--- src/rtl/fb_fetch_queue_if.sv ---
// Fetch queue bus: PC/ROM capture side, PC hold request and decode handshake.
// The queue itself uses the slave modport.
interface fb_fetch_queue_if #(
  parameter int DEPTH  = 4,
  parameter int ADDR_W = 32
);
  localparam int CW = $clog2(DEPTH) + 1;

  logic [ADDR_W-1:0] pc_address;
  logic [ADDR_W-1:0] rom_data;
  logic              fetch_valid;
  logic              flush;
  logic              pc_write;
  logic              id_valid;
  logic              id_ready;
  logic [ADDR_W-1:0] id_pc;
  logic [ADDR_W-1:0] id_instr;
  logic [CW-1:0]     fq_count;

  modport master (
    output pc_address,
    output rom_data,
    output fetch_valid,
    output flush,
    output id_ready,
    input  pc_write,
    input  id_valid,
    input  id_pc,
    input  id_instr,
    input  fq_count
  );

  modport slave (
    input  pc_address,
    input  rom_data,
    input  fetch_valid,
    input  flush,
    input  id_ready,
    output pc_write,
    output id_valid,
    output id_pc,
    output id_instr,
    output fq_count
  );
endinterface

--- src/rtl/fb_fetch_queue.sv ---
// Instruction fetch queue between the PC register and decode.
// Buffers {PC, ROM word} pairs; holds the PC when full, empties on flush.
module fb_fetch_queue #(
  parameter int DEPTH  = 4,
  parameter int ADDR_W = 32
) (
  input  logic              clk,
  input  logic              fq_reset,
  fb_fetch_queue_if.slave   fq
);
  localparam int PW = $clog2(DEPTH);
  localparam logic [PW:0] FULL_CNT = DEPTH[PW:0];

  typedef struct packed {
    logic [ADDR_W-1:0] pc;
    logic [ADDR_W-1:0] instr;
  } entry_t;

  entry_t          mem [DEPTH];
  logic [PW-1:0]   wr_ptr;
  logic [PW-1:0]   rd_ptr;
  logic [PW:0]     count;

  logic empty;
  logic full;
  logic push;
  logic pop;
  entry_t head;

  assign empty = (count == '0);
  assign full  = (count == FULL_CNT);

  assign pop  = ~empty & fq.id_ready & ~fq.flush;
  assign push = fq.fetch_valid & ~fq.flush & (~full | pop);

  assign fq.pc_write = fq.fetch_valid & ~fq.flush & full & ~pop;

  assign head        = mem[rd_ptr];
  assign fq.id_valid = ~empty;
  assign fq.id_pc    = empty ? '0 : head.pc;
  assign fq.id_instr = empty ? '0 : head.instr;
  assign fq.fq_count = count;

  // Storage carries no reset; occupancy alone decides what is visible.
  always_ff @(posedge clk) begin
    if (push) begin
      mem[wr_ptr] <= '{pc: fq.pc_address, instr: fq.rom_data};
    end
  end

  always_ff @(posedge clk or posedge fq_reset) begin
    if (fq_reset) begin
      wr_ptr <= '0;
      rd_ptr <= '0;
      count  <= '0;
    end else if (fq.flush) begin
      wr_ptr <= '0;
      rd_ptr <= '0;
      count  <= '0;
    end else begin
      if (push) wr_ptr <= wr_ptr + 1'b1;
      if (pop)  rd_ptr <= rd_ptr + 1'b1;
      unique case ({push, pop})
        2'b10:   count <= count + 1'b1;
        2'b01:   count <= count - 1'b1;
        default: count <= count;
      endcase
    end
  end
endmodule

--- src/flat_wrapper.sv ---
// flat-port wrapper written by rule: the top's interface ports become plain ports
module fb_fetch_queue_flat 
#(
  parameter int DEPTH  = 4,
  parameter int ADDR_W = 32
)
  (clk, fq_reset, fq_pc_address, fq_rom_data, fq_fetch_valid, fq_flush, fq_id_ready, fq_pc_write, fq_id_valid, fq_id_pc, fq_id_instr, fq_fq_count);
  fb_fetch_queue_if #(.DEPTH(DEPTH), .ADDR_W(ADDR_W)) fq_i ();
  input  logic clk;
  input  logic fq_reset;
  input wire logic [$bits(fq_i.pc_address)-1:0] fq_pc_address;
  input wire logic [$bits(fq_i.rom_data)-1:0] fq_rom_data;
  input wire logic [$bits(fq_i.fetch_valid)-1:0] fq_fetch_valid;
  input wire logic [$bits(fq_i.flush)-1:0] fq_flush;
  input wire logic [$bits(fq_i.id_ready)-1:0] fq_id_ready;
  output wire logic [$bits(fq_i.pc_write)-1:0] fq_pc_write;
  output wire logic [$bits(fq_i.id_valid)-1:0] fq_id_valid;
  output wire logic [$bits(fq_i.id_pc)-1:0] fq_id_pc;
  output wire logic [$bits(fq_i.id_instr)-1:0] fq_id_instr;
  output wire logic [$bits(fq_i.fq_count)-1:0] fq_fq_count;
  assign fq_i.pc_address = fq_pc_address;
  assign fq_i.rom_data = fq_rom_data;
  assign fq_i.fetch_valid = fq_fetch_valid;
  assign fq_i.flush = fq_flush;
  assign fq_i.id_ready = fq_id_ready;
  assign fq_pc_write = fq_i.pc_write;
  assign fq_id_valid = fq_i.id_valid;
  assign fq_id_pc = fq_i.id_pc;
  assign fq_id_instr = fq_i.id_instr;
  assign fq_fq_count = fq_i.fq_count;
  fb_fetch_queue #(.DEPTH(DEPTH), .ADDR_W(ADDR_W)) u_core (.clk(clk), .fq_reset(fq_reset), .fq(fq_i));
endmodule
--- config.mk ---
export PLATFORM = sky130hd
export DESIGN_NAME = fb_fetch_queue_flat
export DESIGN_NICKNAME = d
export VERILOG_FILES = /design/src/rtl/fb_fetch_queue_if.sv /design/src/rtl/fb_fetch_queue.sv /design/src/flat_wrapper.sv
export SDC_FILE = /design/constraint.sdc
export NUM_CORES = 1
export LEC_CHECK = 0
export ABC_AREA = 1
export CAP_MARGIN = 20
export CORE_UTILIZATION = 50
export DETAILED_ROUTE_END_ITERATION = 7
export PLACE_DENSITY = 0.73
export SYNTH_ARGS = -nofsm -noshare
export SYNTH_HDL_FRONTEND = slang
export SYNTH_SLANG_ARGS = --single-unit
--- constraint.sdc ---
create_clock -name clk -period 6.1 [get_ports clk]
set_input_delay 1.22 -clock clk [delete_from_list [all_inputs] [get_ports clk]]
set_output_delay 1.22 -clock clk [all_outputs]
set_load 0.05 [all_outputs]
==> results of run 1 <==
logic make-up (layout without fill, tap and decap cells):
family | after synthesis | in the layout | synth area share, %
xor+xnor | 1 | 1 | 0.0835
buf+inv | 66 | 215 | 3.96
flops | 263 | 263 | 75.0
compound gates | 196 | 196 | 9.43
fa+ha+maj | 5 | 5 | 0.668
simple gates | 293 | 293 | 10.9
state kept, by name, indices dropped and copies added, names as in the netlist:
| register | flops |
|---|---|
| u_core.fq.fq_count | 3 |
| u_core.mem | 256 |
| u_core.wr_ptr | 2 |
| u_core.rd_ptr | 2 |
cells in the final DEF (no fill, tap or decap), drive strengths merged, types with 2 or more instances in the layout:
cell / instances
edfxtp: 256
nor2: 268
nand3: 11
clkbuf: 27
ha: 4
dfrtp: 7
nand2: 12
clkdlybuf4s50: 137
buf: 15
bufinv: 5
inv: 15
o21ai: 130
clkinv: 15
a21oi: 65
nand4: 2
worst register-to-register path: cells and delay by family, from the launching register on:
| kind | cells | cell delay, ns |
|---|---|---|
| flops | 1 | 0.51 |
| simple gates | 5 | 1.18 |
| buf+inv | 2 | 0.53 |
final cells by class:
class / count / area (µm²)
Inverter: 16 / 61.3
Multi-Input combinational cell: 495 / 2240
Timing Repair Buffer: 152 / 1500
Clock inverter: 20 / 231
Tap cell: 270 / 338
Fill cell: 1577 / 7540
Sequential cell: 263 / 7870
Clock buffer: 27 / 654
final timing paths:
check | startpoint | slack [ns] | cells past startpoint | end
worst max register to register | u_core.fq.fq_count[2]$_DFFE_PP0P_ | 3.55 | 7 | u_core.mem[1][45]$_DFFE_PP_
worst max-delay path | u_core.rd_ptr[0]$_DFFE_PP0P_ | 1.32 | 6 | fq_id_pc[21]
worst min-delay path | u_core.wr_ptr[0]$_DFFE_PP0P_ | 0.55 | 1 | u_core.wr_ptr[0]$_DFFE_PP0P_
worst min register to register | u_core.wr_ptr[0]$_DFFE_PP0P_ | 0.55 | 1 | u_core.wr_ptr[0]$_DFFE_PP0P_
min in group asynchronous | fq_reset | 0.94 | 2 | u_core.wr_ptr[1]$_DFFE_PP0P_
max in group asynchronous | fq_reset | 4.90 | 2 | u_core.rd_ptr[0]$_DFFE_PP0P_
per-layer routing:
layer	routed length (µm)	track usage [%]
met1	8970	25.9
met2	11400	36.8
met3	1430	3.82
met4	354	5.47
met5	0	0
power by group:
part           total (µW)  internal, µW  switching [µW]
Sequential           2190          2090            93.3
Combinational        2210           654            1560
Clock                1630           989             644
per-stage QoR:
stage | instances | hold WS, ns | cell area (µm²) | util, %
after floorplan | 824 | 0.499 | 10500 | -
after global placement | 1195 | 0.532 | 12000 | 58.6
after detailed placement | 1195 | 0.538 | 12000 | 58.6
after CTS | 1242 | 0.547 | 12900 | 63.0
after global routing | 1243 | 0.586 | 12900 | 63.1
final | 1243 | 0.553 | 12900 | 63.1
==> impl_metrics.py, run 1 <==
metrics = {
    "grt": {
        "grt_max_degree": 95,
        "grt_pass1_wl_mm": 34.6,
        "grt_pass1_vias": 6651,
        "antenna_found_initial": 0,
        "grt_use_total_pct": 20.7,
        "grt-ovfl-total": 0,
    },
    "setup_path": {
        "path_buf_inv": 2,
        "arrival_ns": 3.56,
        "critPathSlowestCell": "dfrtp_4",
        "required_ns": 4.88,
        "path_common_cell": "nor2_1",
        "path_max_fanout": 94,
        "max_stage_delay_ns": 1.08,
        "critPathTopFamily": "buffers and inverters",
        "crit_chain": "buf_4 > nor2_1 > nor2_1 > o21ai_1 > a21oi_1 > clkdlybuf4s50_1",
        "criticalPathCategory": "reg2out",
        "endpoint_kind": "output pin",
        "startpoint_type": "register",
    },
    "synth": {
        "yosysUniqueCellTypes": 25,
        "synth_edf_count": 256,
        "ys_seq_area_share_pct": 75.0,
        "postSynthAreaPerCell_um2": 12.7,
        "synth_area_leaders": "edfxtp_1, nor2_1, o21ai_0",
        "ys_warn_count": 0,
        "synthTopCellsByCount": "nor2_1, edfxtp_1, o21ai_0",
        "synth_top_area_cell": "edfxtp_1",
        "synth_nets": 898,
        "yosysTopAreaCellShare_pct": 73.3,
        "ys_ff_latch": 263,
        "synthCells": 824,
        "syn-cell-area_um2": 10500,
        "synth_most_common_cell": "nor2_1",
        "async_flop_share_pct": 2.66,
        "synth-main-ff-cell": "edfxtp_1",
    },
    "clock_tree": {
        "cts_made_buffers": 26,
        "clkTransAtPathRegs_ns": 0.06,
        "clk_latency_ns": 0.53,
        "htree_levels": 1,
        "cts_tree": "done",
        "clock-sinks": 263,
        "root_buffer": "clkbuf_16",
        "post_cts_resized": 0,
        "clk_path_buf_depth": 3,
        "cts_hold_buf": 0,
        "cts_setup_buffers": 0,
    },
    "floorplan": {
        "start_util_pct": 51.3,
        "core_um2": 20400,
        "std_cell_rows": 52,
        "die_w_um": 147,
        "dieArea_um2": 21600,
        "ios": 138,
        "die_h_um": 147,
    },
    "sta": {
        "tightestPinTransition_ns": 1.08,
        "finalCritPeriodShare_pct": 78.3,
        "fmax_mhz": 209,
        "rsz0062_at_grt": "false",
        "hold_violations": 0,
        "fin_ws_ns": 1.32,
        "maxSlewViolCount": 0,
        "setup_tns_ns": 0,
        "fin_crit_ns": 4.78,
        "slew_headroom_pct": 28.2,
        "setup_viol": 0,
        "fin_skew_ns": 0.0196,
    },
    "drt": {
        "ant_nets": 0,
        "dr.pass1.iters": 5,
        "avgViaCountPerCell": 5.36,
        "wl_per_cell_um": 17.8,
        "via_count": 6668,
        "wl_mm": 22.1,
        "drt_iter0_drc": 523,
        "drc": 0,
    },
    "flow_run": {
        "max-cap-violations": 0,
    },
    "pwr": {
        "p_leak_uw": 0.00438,
        "ir_drop_mv": 0.349,
        "total_power_uw": 6030,
        "p_per_area_nw_per_um2": 468,
    },
    "placement": {
        "place_worst_setup_slack_ns": 1.87,
        "hpwl_mm": 12.2,
        "port_buffers": 137,
        "routabilityCongestion": 0.742,
    },
    "hold_path": {
        "hold_class": "reg2reg",
    },
    "final_layout": {
        "num_antenna_cells": 0,
        "drive_above_1_share_pct": 7.30,
        "synthToLayoutAreaGrowth_pct": 22.9,
        "final_nets": 1028,
    },
    "outcome": {
        "status": "completed",
    },
}
(Power assumes the default switching activity.)
==> run 2: changes to the inputs <==
--- a/config.mk
+++ b/config.mk
@@ -9,7 +9,7 @@
 export CAP_MARGIN = 20
 export CORE_UTILIZATION = 50
 export DETAILED_ROUTE_END_ITERATION = 7
-export PLACE_DENSITY = 0.73
+export PLACE_DENSITY = 0.76
 export SYNTH_ARGS = -nofsm -noshare
 export SYNTH_HDL_FRONTEND = slang
 export SYNTH_SLANG_ARGS = --single-unit
==> constraint.sdc (replaced) <==
create_clock -name clk -period 4.35 [get_ports clk]
set_input_delay 0.87 -clock clk [delete_from_list [all_inputs] [get_ports clk]]
set_output_delay 0.87 -clock clk [all_outputs]
set_load 0.05 [all_outputs]
==> run 2 against run 1 <==
Effect of this change:
- critical endpoint is now fq_id_instr[0]
- setup slack worse by 0.81 ns
- sequential power up 37%
- clock skew down 0.011 ns
- count of clock-buffer cells in the layout up 7
- first-iteration DRC count down 39%
- largest power group unchanged
==> impl_metrics.py, run 2 (synthesized netlist as in run 1, its figures left out) <==
metrics = {
    "outcome": {
        "status": "completed",
    },
    "pwr": {
        "swShare_pct": 37.3,
        "p_per_area_nw_per_um2": 655,
        "p_leak_uw": 0.00440,
        "switchingPower_uw": 3170,
        "ir_drop_mv": 0.481,
        "seqPwrFrac_pct": 35.3,
        "p_int_uw": 5320,
        "p_comb_share_pct": 37.6,
        "p_clk_share_pct": 27.1,
    },
    "clock_tree": {
        "post_cts_resized": 0,
        "htree_levels": 1,
        "cts_made_buffers": 26,
        "cts_setup_buffers": 0,
        "clk_path_buf_depth": 3,
        "clk_latency_ns": 0.52,
        "clkTransAtPathRegs_ns": 0.06,
        "cts_hold_buf": 0,
        "clock-sinks": 263,
        "root_buffer": "clkbuf_16",
        "cts_tree": "done",
    },
    "floorplan": {
        "core_um2": 20400,
        "start_util_pct": 51.3,
        "die_h_um": 147,
        "std_cell_rows": 52,
        "ios": 138,
        "dieArea_um2": 21600,
        "die_w_um": 147,
    },
    "grt": {
        "grt-ovfl-total": 0,
        "antenna_found_initial": 1,
        "grt_pass1_wl_mm": 32.7,
        "grt_use_total_pct": 19.6,
        "grt_max_degree": 131,
        "grt_pass1_vias": 6390,
    },
    "setup_path": {
        "startpoint_type": "register",
        "endpoint_kind": "output pin",
        "crit-reg2reg-launch": "u_core.fq.fq_count[2]$_DFFE_PP0P_",
        "path_max_fanout": 130,
        "required_ns": 3.48,
        "arrival_ns": 2.96,
        "criticalPathCategory": "reg2out",
        "crit_start": "u_core.rd_ptr[0]$_DFFE_PP0P_",
    },
    "final_layout": {
        "multi_input_area_um2": 2240,
        "mostFrequentLayoutCell": "nor2_1",
        "final_nets": 1028,
        "largest_reg_flops": 256,
        "drive_above_1_share_pct": 6.89,
        "fillers": 1550,
        "synthToLayoutAreaGrowth_pct": 23.5,
        "register_area_um2": 7870,
        "final_cells": 1244,
        "layout_common_cells": "nor2_1, edfxtp_1, clkdlybuf4s50_1, o21ai_0, a21oi_1",
        "largest-register": "u_core.mem",
    },
    "hold_path": {
        "min-delay-start": "u_core.wr_ptr[0]$_DFFE_PP0P_",
        "hold_class": "reg2reg",
    },
    "sta": {
        "fin_skew_ns": 0.00843,
        "finalCritPeriodShare_pct": 88.1,
        "rsz0062_at_grt": "false",
        "fmax_mhz": 261,
        "tightestPinTransition_ns": 0.644,
        "slew_headroom_pct": 57.1,
        "hold_violations": 0,
        "maxSlewViolCount": 0,
        "whs_ns": 0.554,
        "setup_viol": 0,
        "fin_crit_ns": 3.83,
        "setup_tns_ns": 0,
    },
    "drt": {
        "avgViaCountPerCell": 5.27,
        "via_count": 6556,
        "drc": 0,
        "wl_mm": 21.1,
        "wl_per_cell_um": 16.9,
        "ant_nets": 0,
        "dr.pass1.iters": 4,
        "drt_iter0_drc": 318,
    },
    "placement": {
        "routabilityCongestion": 0.733,
        "hpwl_mm": 11.5,
        "dp_cells": 1196,
        "port_buffers": 137,
    },
    "flow_run": {
        "max-cap-violations": 0,
    },
}
-- run 2: changes by cell type in the layout (fill, tap and decap cells not counted), sizes merged --
cell / delta
clkinv: -6
diode: +1
clkinvlp: -1
clkbuf: +7
-- run 2: final timing paths --
path,end,slack [ns],cells after the start
min in group asynchronous,u_core.fq.fq_count[1]$_DFFE_PP0P_,0.60,2
worst min register to register,u_core.wr_ptr[0]$_DFFE_PP0P_,0.55,1
worst max register to register,u_core.mem[0][23]$_DFFE_PP_,2.16,7
max in group asynchronous,u_core.rd_ptr[0]$_DFFE_PP0P_,3.48,2
worst min-delay path,u_core.wr_ptr[0]$_DFFE_PP0P_,0.55,1
worst max-delay path,fq_id_instr[0],0.52,6
-- run 2: power by group through the flow --
stage	clock (µW)	combinational (µW)	sequential, µW
after floorplan	0	2220	3080
after global placement	0	3190	3040
after detailed placement	0	3210	3050
after CTS	2340	3230	2990
after global routing	2440	3400	3000
final	2300	3190	2990
-- run 2: final cells by class --
| cell class | count | share of cell area, % |
|---|---|---|
| Timing Repair Buffer | 152 | 12.0 |
| Clock buffer | 34 | 5.42 |
| Multi-Input combinational cell | 495 | 17.3 |
| Sequential cell | 263 | 60.7 |
| Clock inverter | 13 | 1.43 |
| Inverter | 16 | 0.473 |
| Tap cell | 270 | 2.61 |
| Antenna cell | 1 | 0.0193 |
-- run 2: layer usage --
layer	track usage (%)	part of all wire (%)	up-vias
met5	0	0	-
met1	25.3	42	3173
met3	2.92	4.8	34
li1	-	-	3175
met2	34.5	51	174
met4	5.78	2.4	0
-- run 2: stage by stage --
step           worst slack, ns  util, %  instance area [µm²]  total power, µW
2_1_floorplan           -0.155        -                10500             5300
3_3_place_gp             0.858     59.1                12100             6230
3_5_place_dp             0.840     59.1                12100             6250
4_1_cts                  0.523     63.4                13000             8560
5_1_grt                  0.352     63.4                13000             8840
6_report                 0.517     63.4                13000             8490
-- run 2: critical path: stages (launching register included) --
cell and delay (ns):
dfrtp_4 0.43, buf_12 0.38, nor2_1 0.11, nor2_1 0.10
o21ai_0 0.09, a21oi_1 0.30, clkdlybuf4s50_1 0.87
==> run 3: changes to the inputs <==
--- a/config.mk
+++ b/config.mk
@@ -9,7 +9,7 @@
 export CAP_MARGIN = 20
 export CORE_UTILIZATION = 50
 export DETAILED_ROUTE_END_ITERATION = 7
-export PLACE_DENSITY = 0.76
+export PLACE_DENSITY = 0.73
 export SYNTH_ARGS = -nofsm -noshare
 export SYNTH_HDL_FRONTEND = slang
 export SYNTH_SLANG_ARGS = --single-unit
==> constraint.sdc (replaced) <==
create_clock -name clk -period 3.6 [get_ports clk]
set_input_delay 0.72 -clock clk [delete_from_list [all_inputs] [get_ports clk]]
set_output_delay 0.72 -clock clk [all_outputs]
set_load 0.05 [all_outputs]
==> run 3 against run 2 <==
Effect of this change:
- power increased by 18%
- global-route usage up 0.94 points
- via count up 1.6%
- utilization fell by 0.99 points
- hold slack worse by 0.11 ns
- die area unchanged
- clock skew about the same
- cell count rose by 0.16%
- non-clock buffer count up 1
- register-to-register slack got worse by 0.57 ns
==> impl_metrics.py, run 3 (synthesized netlist as in run 1, its figures left out) <==
metrics = {
    "final_layout": {
        "final_nets": 1030,
        "fillers": 1558,
        "largest_reg_flops": 256,
        "multi_input_area_um2": 2240,
        "layout_common_cells": "nor2_1, edfxtp_1, o21ai_0, buf_4, clkdlybuf4s50_1",
        "mostFrequentLayoutCell": "nor2_1",
        "register_area_um2": 7870,
        "fin_area_um2": 12800,
        "largest-register": "u_core.mem",
        "synthToLayoutAreaGrowth_pct": 21.6,
        "num_antenna_cells": 0,
        "drive_above_1_share_pct": 13.4,
        "final_cells": 1246,
    },
    "outcome": {
        "status": "completed",
    },
    "setup_path": {
        "crit_cells": 5,
        "criticalPathCategory": "in2out",
        "endpoint_kind": "output pin",
        "crit_chain": "clkdlybuf4s50_1 > nor2_1 > nand4_1 > inv_1 > clkdlybuf4s50_1",
        "crit-reg2reg-launch": "u_core.fq.fq_count[2]$_DFFE_PP0P_",
        "required_ns": 2.88,
        "crit_start": "fq_flush",
        "path_common_cell": "clkdlybuf4s50_1",
        "path_max_fanout": 5,
        "startpoint_type": "primary input",
        "critPathTopFamily": "buffers and inverters",
        "reg2reg_depth": 7,
        "arrival_ns": 2.50,
        "critPathSlowestCell": "clkdlybuf4s50_1",
        "max_stage_delay_ns": 0.79,
        "r2r_slack_ns": 1.59,
        "path_buf_inv": 3,
    },
    "clock_tree": {
        "cts_tree": "done",
        "clk_path_buf_depth": 3,
        "root_buffer": "clkbuf_16",
        "cts_made_buffers": 27,
        "cts_setup_buffers": 0,
        "clk_latency_ns": 0.53,
        "post_cts_resized": 0,
        "clock-sinks": 263,
        "clkTransAtPathRegs_ns": 0.06,
        "cts_hold_buf": 0,
        "htree_levels": 1,
    },
    "floorplan": {
        "core_um2": 20400,
        "std_cell_rows": 52,
        "die_h_um": 147,
        "dieArea_um2": 21600,
        "die_w_um": 147,
        "ios": 138,
        "start_util_pct": 51.3,
    },
    "placement": {
        "routabilityCongestion": 0.780,
        "place_area_um2": 11900,
        "dp_cells": 1197,
        "hpwl_mm": 12.0,
        "port_buffers": 137,
    },
    "grt": {
        "grt_pass1_wl_mm": 34.2,
        "grt-ovfl-total": 0,
        "grt_pass1_vias": 6552,
        "grt_use_total_pct": 20.5,
        "grt_max_degree": 131,
        "antenna_found_initial": 0,
    },
    "sta": {
        "tightestPinTransition_ns": 0.691,
        "hold_violations": 0,
        "slew_headroom_pct": 53.9,
        "fin_skew_ns": 0.00842,
        "setup_viol": 0,
        "fin_crit_ns": 3.22,
        "fmax_mhz": 311,
        "finalCritPeriodShare_pct": 89.4,
        "rsz0062_at_grt": "false",
        "setup_tns_ns": 0,
        "maxSlewViolCount": 0,
    },
    "drt": {
        "wl_per_cell_um": 17.7,
        "avgViaCountPerCell": 5.35,
        "ant_nets": 0,
        "drc": 0,
        "drt_iter0_drc": 416,
        "dr.pass1.iters": 4,
        "via_count": 6663,
        "wl_mm": 22.0,
    },
    "flow_run": {
        "max-cap-violations": 0,
    },
    "hold_path": {
        "hold_class": "in2async",
    },
    "pwr": {
        "ir_drop_mv": 0.642,
        "p_leak_uw": 0.00447,
        "p_per_area_nw_per_um2": 788,
    },
}
run 3: changes by cell type in the layout (fill, tap and decap cells not counted):
cell             previous run  this run
buf_12                      6         5
buf_4                       9        75
bufinv_16                   5         3
clkdlybuf4s50_1           137        73
clkinv_1                    4         7
clkinv_2                    5         3
clkinvlp_4                  0         2
diode_2                     1         0
inv_6                       0         1
run 3: worst paths after layout:
| path | to |
|---|---|
| max | fq_pc_write |
| min | u_core.wr_ptr[1]$_DFFE_PP0P_ |
| max reg2reg | u_core.mem[1][27]$_DFFE_PP_ |
| min reg2reg | u_core.wr_ptr[0]$_DFFE_PP0P_ |
| max in group asynchronous | u_core.rd_ptr[0]$_DFFE_PP0P_ |
| min in group clk | u_core.wr_ptr[0]$_DFFE_PP0P_ |
run 3: worst reg2reg max path, delay by kind of cell, from the launching register on:
kind | cells | cell delay [ns]
buffers and inverters | 2 | 0.53
and+or+nand+nor | 5 | 0.61
DFF | 1 | 0.48
run 3: cell type report:
cell class              instances  share of cell area, %
repair buffers                153                   10.9
clock buffers                  34                   5.50
inverters                      16                  0.481
well taps                     270                   2.65
clock inverters                15                   1.18
multi-input cells             495                   17.6
flip-flops and latches        263                   61.7
run 3: routing by layer:
layer	wire length [µm]	GRT usage, %
met2	11000	35.8
met5	0	0
met1	9390	26.6
met3	1210	3.29
met4	425	5.99
run 3: through the flow:
step / utilization [%] / worst slack [ns] / total power, µW / hold slack (ns)
after floorplan: - / -0.905 / 6400 / 0.499
after global placement: 58.2 / 0.371 / 7430 / 0.548
after detailed placement: 58.2 / 0.395 / 7470 / 0.548
after CTS: 62.4 / 0.383 / 10100 / 0.439
after global routing: 62.4 / 0.271 / 10500 / 0.458
final: 62.4 / 0.380 / 10100 / 0.442
run 3: report_power, final:
part | switching, µW | internal, µW
registers | 66.7 | 3550
logic | 2750 | 1010
clock network | 1080 | 1590
total | 3900 | 6150
